**src/rtl/vx_tex_dcr_seq_pkg.sv**
```systemverilog
// Texture DCR sequencer types: descriptor layout, DCR address map, FSM states.
// Shared by the sequencer, its arbiter and the bench.
package vx_tex_dcr_seq_pkg;

   localparam int TEX_LOD_MAX    = 3;
   localparam int TEX_MIP_CNT    = TEX_LOD_MAX + 1;
   // Longest sequence, STAGE write included.
   localparam int TEX_DCR_WRITES = 6 + TEX_MIP_CNT;

   localparam int DCR_ADDR_W = 12;
   localparam int DCR_DATA_W = 32;

   localparam int TEX_ADDR_W   = 32;
   localparam int TEX_FORMAT_W = 3;
   localparam int TEX_FILTER_W = 1;
   localparam int TEX_WRAP_W   = 2;
   localparam int TEX_LOGDIM_W = 4;
   localparam int TEX_MIPOFF_W = 20;

   localparam logic [DCR_ADDR_W-1:0] DCR_TEX_STAGE   = 12'h010;
   localparam logic [DCR_ADDR_W-1:0] DCR_TEX_ADDR    = 12'h011;
   localparam logic [DCR_ADDR_W-1:0] DCR_TEX_FORMAT  = 12'h012;
   localparam logic [DCR_ADDR_W-1:0] DCR_TEX_FILTER  = 12'h013;
   localparam logic [DCR_ADDR_W-1:0] DCR_TEX_WRAP    = 12'h014;
   localparam logic [DCR_ADDR_W-1:0] DCR_TEX_LOGDIM  = 12'h015;
   localparam logic [DCR_ADDR_W-1:0] DCR_TEX_MIPOFF0 = 12'h016;

   function automatic logic [DCR_ADDR_W-1:0] dcr_tex_mipoff(input logic [DCR_ADDR_W-1:0] j);
      return DCR_TEX_MIPOFF0 + j;
   endfunction

   typedef struct packed {
      logic [TEX_LOD_MAX:0][TEX_MIPOFF_W-1:0] mipoff;
      logic [1:0][TEX_LOGDIM_W-1:0]           logdims;
      logic [1:0][TEX_WRAP_W-1:0]             wraps;
      logic [TEX_FILTER_W-1:0]                filter;
      logic [TEX_FORMAT_W-1:0]                format;
      logic [TEX_ADDR_W-1:0]                  baseaddr;
   } tex_dcrs_t;

   typedef enum logic [2:0] {
      TEX_DCR_IDLE,
      TEX_DCR_STAGE,
      TEX_DCR_ADDR,
      TEX_DCR_FORMAT,
      TEX_DCR_FILTER,
      TEX_DCR_WRAP,
      TEX_DCR_LOGDIM,
      TEX_DCR_MIPOFF
   } tex_dcr_state_e;

endpackage

```
**src/rtl/vx_tex_dcr_seq_rr_arb.sv**
```systemverilog
// Round-robin arbiter: picks one requester, search starts one past the last winner.
// Latency: grant is combinational from req; pointer moves on the cycle advance is high.
// Backpressure: none; the caller decides when a grant is taken via advance.
module vx_tex_dcr_seq_rr_arb #(
   parameter  int NUM_REQS = 2,
   localparam int IDX_W    = (NUM_REQS > 1) ? $clog2(NUM_REQS) : 1
) (
   input  logic                clk,
   input  logic                reset,
   input  logic [NUM_REQS-1:0] req,
   input  logic                advance,
   output logic [NUM_REQS-1:0] grant,
   output logic [IDX_W-1:0]    grant_idx,
   output logic                grant_vld
);

   logic [IDX_W-1:0] ptr_q, ptr_d;
   int               k;

   always_comb begin
      grant     = '0;
      grant_idx = '0;
      grant_vld = 1'b0;
      k         = 0;
      for (int i = 0; i < NUM_REQS; i++) begin
         k = int'(ptr_q) + i;
         if (k >= NUM_REQS) k = k - NUM_REQS;
         if (!grant_vld && req[k]) begin
            grant_vld = 1'b1;
            grant[k]  = 1'b1;
            grant_idx = IDX_W'(k);
         end
      end

      ptr_d = ptr_q;
      if (advance && grant_vld)
         ptr_d = (grant_idx == IDX_W'(NUM_REQS - 1)) ? '0 : grant_idx + 1'b1;
   end

   always_ff @(posedge clk or posedge reset) begin
      if (reset) ptr_q <= '0;
      else       ptr_q <= ptr_d;
   end

endmodule

```
**src/rtl/vx_tex_dcr_seq.sv**
```systemverilog
// Texture descriptor loader: serialises one latched descriptor into DCR writes.
// Latency: first write the cycle after accept, one write per cycle, done on the last MIPOFF write.
// Backpressure: accepts only while idle; the DCR bus never stalls.
module vx_tex_dcr_seq
   import vx_tex_dcr_seq_pkg::*;
#(
   parameter  string INSTANCE_ID = "",
   parameter  int    NUM_REQS    = 2,
   parameter  int    NUM_STAGES  = 1,
   localparam int    STAGE_W     = (NUM_STAGES > 1) ? $clog2(NUM_STAGES) : 1,
   localparam int    REQ_IDX_W   = (NUM_REQS > 1) ? $clog2(NUM_REQS) : 1
) (
   input  logic                              clk,
   input  logic                              reset,
   input  logic [NUM_REQS-1:0]               req_valid,
   input  logic [NUM_REQS-1:0][STAGE_W-1:0]  req_stage,
   input  tex_dcrs_t [NUM_REQS-1:0]          req_dcrs,
   output logic [NUM_REQS-1:0]               req_ready,
   output logic                              dcr_bus_write_valid,
   output logic [DCR_ADDR_W-1:0]             dcr_bus_write_addr,
   output logic [DCR_DATA_W-1:0]             dcr_bus_write_data,
   output logic                              done_valid,
   output logic [REQ_IDX_W-1:0]              done_id,
   output logic                              busy
);

   localparam int MIP_W = (TEX_MIP_CNT > 1) ? $clog2(TEX_MIP_CNT) : 1;

   tex_dcr_state_e     state_q, state_d;
   logic [STAGE_W-1:0] stage_q, stage_d;
   logic [STAGE_W-1:0] last_stage_q, last_stage_d;
   logic               last_stage_vld_q, last_stage_vld_d;
   tex_dcrs_t          dcrs_q, dcrs_d;
   logic [REQ_IDX_W-1:0] id_q, id_d;
   logic [MIP_W-1:0]   mip_q, mip_d;

   logic [NUM_REQS-1:0]  grant;
   logic [REQ_IDX_W-1:0] grant_idx;
   logic                 grant_vld;
   logic                 idle, accept;

   assign idle   = (state_q == TEX_DCR_IDLE);
   assign accept = idle && grant_vld;

   vx_tex_dcr_seq_rr_arb #(.NUM_REQS(NUM_REQS)) u_arb (
      .clk       (clk),
      .reset     (reset),
      .req       (req_valid),
      .advance   (accept),
      .grant     (grant),
      .grant_idx (grant_idx),
      .grant_vld (grant_vld)
   );

   assign req_ready = idle ? grant : '0;
   assign done_id   = id_q;
   assign busy      = !idle;

   always_comb begin
      state_d             = state_q;
      stage_d             = stage_q;
      last_stage_d        = last_stage_q;
      last_stage_vld_d    = last_stage_vld_q;
      dcrs_d              = dcrs_q;
      id_d                = id_q;
      mip_d               = mip_q;
      dcr_bus_write_valid = 1'b0;
      dcr_bus_write_addr  = '0;
      dcr_bus_write_data  = '0;
      done_valid          = 1'b0;

      case (state_q)
         TEX_DCR_IDLE: begin
            if (accept) begin
               stage_d = req_stage[grant_idx];
               dcrs_d  = req_dcrs[grant_idx];
               id_d    = grant_idx;
               // Reprogramming the stage already selected on the bus is redundant.
               state_d = (last_stage_vld_q && req_stage[grant_idx] == last_stage_q)
                         ? TEX_DCR_ADDR : TEX_DCR_STAGE;
            end
         end
         TEX_DCR_STAGE: begin
            dcr_bus_write_valid = 1'b1;
            dcr_bus_write_addr  = DCR_TEX_STAGE;
            dcr_bus_write_data  = DCR_DATA_W'(stage_q);
            last_stage_d        = stage_q;
            last_stage_vld_d    = 1'b1;
            state_d             = TEX_DCR_ADDR;
         end
         TEX_DCR_ADDR: begin
            dcr_bus_write_valid = 1'b1;
            dcr_bus_write_addr  = DCR_TEX_ADDR;
            dcr_bus_write_data  = DCR_DATA_W'(dcrs_q.baseaddr);
            state_d             = TEX_DCR_FORMAT;
         end
         TEX_DCR_FORMAT: begin
            dcr_bus_write_valid = 1'b1;
            dcr_bus_write_addr  = DCR_TEX_FORMAT;
            dcr_bus_write_data  = DCR_DATA_W'(dcrs_q.format);
            state_d             = TEX_DCR_FILTER;
         end
         TEX_DCR_FILTER: begin
            dcr_bus_write_valid = 1'b1;
            dcr_bus_write_addr  = DCR_TEX_FILTER;
            dcr_bus_write_data  = DCR_DATA_W'(dcrs_q.filter);
            state_d             = TEX_DCR_WRAP;
         end
         TEX_DCR_WRAP: begin
            dcr_bus_write_valid = 1'b1;
            dcr_bus_write_addr  = DCR_TEX_WRAP;
            dcr_bus_write_data[TEX_WRAP_W-1:0]   = dcrs_q.wraps[0];
            dcr_bus_write_data[16 +: TEX_WRAP_W] = dcrs_q.wraps[1];
            state_d             = TEX_DCR_LOGDIM;
         end
         TEX_DCR_LOGDIM: begin
            dcr_bus_write_valid = 1'b1;
            dcr_bus_write_addr  = DCR_TEX_LOGDIM;
            dcr_bus_write_data[TEX_LOGDIM_W-1:0]   = dcrs_q.logdims[0];
            dcr_bus_write_data[16 +: TEX_LOGDIM_W] = dcrs_q.logdims[1];
            state_d             = TEX_DCR_MIPOFF;
         end
         TEX_DCR_MIPOFF: begin
            dcr_bus_write_valid = 1'b1;
            dcr_bus_write_addr  = dcr_tex_mipoff(DCR_ADDR_W'(mip_q));
            dcr_bus_write_data  = DCR_DATA_W'(dcrs_q.mipoff[mip_q]);
            if (mip_q == MIP_W'(TEX_LOD_MAX)) begin
               done_valid = 1'b1;
               mip_d      = '0;
               state_d    = TEX_DCR_IDLE;
            end else begin
               mip_d = mip_q + 1'b1;
            end
         end
         default: state_d = TEX_DCR_IDLE;
      endcase
   end

   always_ff @(posedge clk or posedge reset) begin
      if (reset) begin
         state_q          <= TEX_DCR_IDLE;
         stage_q          <= '0;
         last_stage_q     <= '0;
         last_stage_vld_q <= 1'b0;
         dcrs_q           <= '0;
         id_q             <= '0;
         mip_q            <= '0;
      end else begin
         state_q          <= state_d;
         stage_q          <= stage_d;
         last_stage_q     <= last_stage_d;
         last_stage_vld_q <= last_stage_vld_d;
         dcrs_q           <= dcrs_d;
         id_q             <= id_d;
         mip_q            <= mip_d;
      end
   end

`ifdef DBG_TRACE_TEX
   always_ff @(posedge clk) begin
      if (dcr_bus_write_valid)
         $display("%s: tex-dcr-write addr=0x%0h data=0x%0h",
                  INSTANCE_ID, dcr_bus_write_addr, dcr_bus_write_data);
   end
`endif

endmodule

```
**config.mk**
```make
export PLATFORM = sky130hd
export DESIGN_NAME = vx_tex_dcr_seq
export DESIGN_NICKNAME = d
export VERILOG_FILES = /design/src/rtl/vx_tex_dcr_seq_pkg.sv /design/src/rtl/vx_tex_dcr_seq_rr_arb.sv /design/src/rtl/vx_tex_dcr_seq.sv
export SDC_FILE = /design/constraint.sdc
export NUM_CORES = 1
export LEC_CHECK = 0
export ABC_AREA = 1
export BUFFER_PORTS_ARGS = -buffer_cell sky130_fd_sc_hd__buf_4
export CORE_ASPECT_RATIO = 2
export CORE_UTILIZATION = 48
export DETAILED_ROUTE_END_ITERATION = 6
export GPL_TIMING_DRIVEN = 0
export PLACE_DENSITY = 0.81
export SKIP_CTS_REPAIR_TIMING = 1
export SLEW_MARGIN = 40
export SYNTH_ARGS = -nofsm -noshare
export SYNTH_HDL_FRONTEND = slang
export SYNTH_SLANG_ARGS = --single-unit
```
**constraint.sdc**
```tcl
create_clock -name clk -period 6.7 [get_ports clk]
set_input_delay 2.01 -clock clk [delete_from_list [all_inputs] [get_ports clk]]
set_output_delay 2.01 -clock clk [all_outputs]
set_load 0.1 [all_outputs]
```
==> impl_metrics.ini <==
[clock_tree]
cts_tree = built
cts_made_buffers = 17
clock-sinks = 138
cts_root_buf = clkbuf_16
cts_buffer_depth = 2
h-tree-depth = 4
clk_latency_ps = 420
clkTransAtPathRegs_ps = 60

[setup_path]
worstPathArrival_ps = 3410
crit_fanout = 10
crit_top_cell = buf_4
end_kind = primary output
r2r-start = state_q[0]
crit_start = req_valid[0]
path_cells = buf_4 -> nand2_1 -> nand2_1 -> nor2_2 -> buf_4 -> buf_4 -> buf_4
required_ps = 4690
worst-setup-path-type = primary input to primary output
ff2ff_path_depth = 8
slowest_delay_ps = 310
cpMaxStageDelayCell = buf_4
startpoint_type = primary input

[finish]
final_core_util = 0.7148
nFillCells = 1193
syn2layout_area_growth_pct = 44.88
nets = 1439
drive_gt1_frac = 0.3319
antenna_cells = 0

[worst_hold_path]
hp-start = last_stage_vld_q
hold_depth = 2
hp-class = flop to flop

[floorplanning]
die_w_um = 87.88
placementRows = 62
ios = 312
die_h_um = 173.8
dieArea_mm2 = 0.01527
initial_core_util = 0.4934
coreArea_mm2 = 0.01435

[routing]
drtIter0Drc = 588
remaining_drc_errors = 0
vias = 7544
routed_via_density = 5.483
final_antenna_net_count = 0
routedWlPerCell_um = 18.80
first_pass_iters = 5
drt-total-wl_um = 25870

[sta]
slew_headroom = 0.4966
rsz0062_at_grt = false
tightest_slew_ps = 755.1
slew_viol_final = 0
post-route-period-util = 0.8086
skew_ps = 8.789
setup_tns_ps = 0
min_period_ps = 5418
setup_violations = 0
fmax_ghz = 0.1846
hold_viol_final = 0

[synthesis]
netlist_instances = 842
synth-warning-count = 0
ys_seq_area_frac = 0.4877
syn-cell-area_mm2 = 0.007081
avgSynthCellArea_um2 = 8.409
synth_cell_type_count = 29
synth-seq-cells = 138

[grt]
grt_antenna_before_repair = 0
grt_pass1_vias = 7617
grtUsageTotal = 0.3486
grt_max_degree = 84
grt_first_pass_wirelength_um = 39050
overflow = 0

[placement]
hpwlAfterDp_um = 20160
gp_congestion = 0.9204
io_buffers = 304

[status]
status = complete, no violations

[run]
max_cap_viol_count = 0

[pwr]
p_leak_uw = 0.005382
p_per_area_mw_per_mm2 = 494.4
ir_worst_vdd_uv = 244.6
[report_power, final]
| group | switching (µW) | leakage, µW | internal [µW] | total, µW |
|---|---|---|---|---|
| combinational | 1920 | 0.00340 | 751 | 2670 |
| sequential | 202 | 0.00170 | 1240 | 1450 |
| clock | 373 | 0.000289 | 585 | 958 |
| total | 2490 | 0.00538 | 2580 | 5070 |
[per-stage QoR]
stage	std cells	worst slack (ps)	cell area, µm²	total power [µW]	hold WS (ps)
after floorplan	848	993.8	7103	3331	421.9
after detailed placement	1345	1294	9661	4089	441.9
final	1376	1282	10260	5072	453.9
after CTS	1376	1288	10260	5057	455.1
after global placement	1344	-479.7	9625	4025	437.9
after global routing	1376	1237	10260	5344	471.7
[sequential cells by signal, indices dropped and copies added, names as in the netlist]
signal and count:
dcrs_q 128, state_q 3, mip_q 2, done_id 1
last_stage_q 1, last_stage_vld_q 1, stage_q 1, u_arb.ptr_q 1
[layer usage]
metal	vias up	part of all wire	GRT usage
li1	3511	-	-
met1	3609	0.34	0.3642
met2	354	0.55	0.6340
met3	70	0.057	0.06619
met4	0	0.046	0.1844
met5	-	0	0
[critical path, delay by kind of cell]
kind	cells	cell delay (ps)
buffers and inverters	4	970
AND/OR/NAND/NOR	3	420
[layout make-up]
class | instances | area (µm²) | area share
clock inverters | 14 | 172.7 | 0.01683
well taps | 192 | 240.2 | 0.02342
inverters | 84 | 322.8 | 0.03147
repair buffers | 305 | 2310 | 0.2251
multi-input cells | 565 | 2969 | 0.2894
flip-flops and latches | 138 | 3453 | 0.3366
clock buffers | 17 | 425.4 | 0.04147
plain buffers | 61 | 365.4 | 0.03561
[synth_stat cells, drive strengths merged]
cell / count / area [µm²]
a22oi: 129 / 968.4
o2111ai: 2 / 17.52
nor2: 36 / 147.6
buf: 49 / 320.3
a21oi: 9 / 45.04
and2: 2 / 12.51
o21ai: 87 / 435.4
or2: 1 / 6.260
conb: 1 / 3.750
o221ai: 10 / 87.58
nand4: 1 / 6.260
nand3b: 1 / 7.510
inv: 84 / 315.3
o22ai: 6 / 37.54
clkbuf: 12 / 45.04
ha: 5 / 62.56
nand2: 238 / 900.9
dfrtp: 138 / 3453
nor3: 2 / 10.01
mux2i: 8 / 80.08
nand3: 16 / 80.08
a21boi: 5 / 37.54
[cells in the final DEF (no fill, tap or decap), types with 3 or more instances in the layout]
cell type / netlist / routed
a21boi_0: 5 / 5
a21oi_1: 9 / 9
a22oi_1: 129 / 129
buf_2: 28 / 28
buf_4: 15 / 319
buf_6: 6 / 6
bufinv_16: 0 / 3
clkbuf_1: 12 / 12
clkbuf_16: 0 / 17
clkinv_2: 0 / 3
clkinv_4: 0 / 4
conb_1: 1 / 7
dfrtp_1: 138 / 138
ha_1: 5 / 5
inv_1: 82 / 81
mux2i_1: 8 / 8
nand2_1: 237 / 237
nand3_1: 16 / 16
nor2_1: 33 / 33
o21ai_0: 69 / 69
o21ai_1: 18 / 18
o221ai_1: 10 / 10
o22ai_1: 6 / 6
[path summary, 6_finish.rpt]
path | slack (ps) | end
setup / recovery | 1280 | req_ready[1]
hold / removal | 450 | last_stage_vld_q
setup reg to reg | 4600 | dcrs_q[82]
hold reg to reg | 450 | last_stage_vld_q
max in group asynchronous | 4360 | dcrs_q[78]
min in group asynchronous | 1580 | done_id
[kinds of logic after synthesis]
kind of cell,count (synthesis),share of synthesized area
multiplexers,8,0.01131
flip-flops,138,0.4877
AO/OA/AOI/OAI,248,0.2301
buffers and inverters,145,0.09613
AND/OR/NAND/NOR,297,0.1654
other,1,0.0005296
adder cells (fa/ha/maj),5,0.008835
No activity file was read; power rests on OpenSTA's default activity.
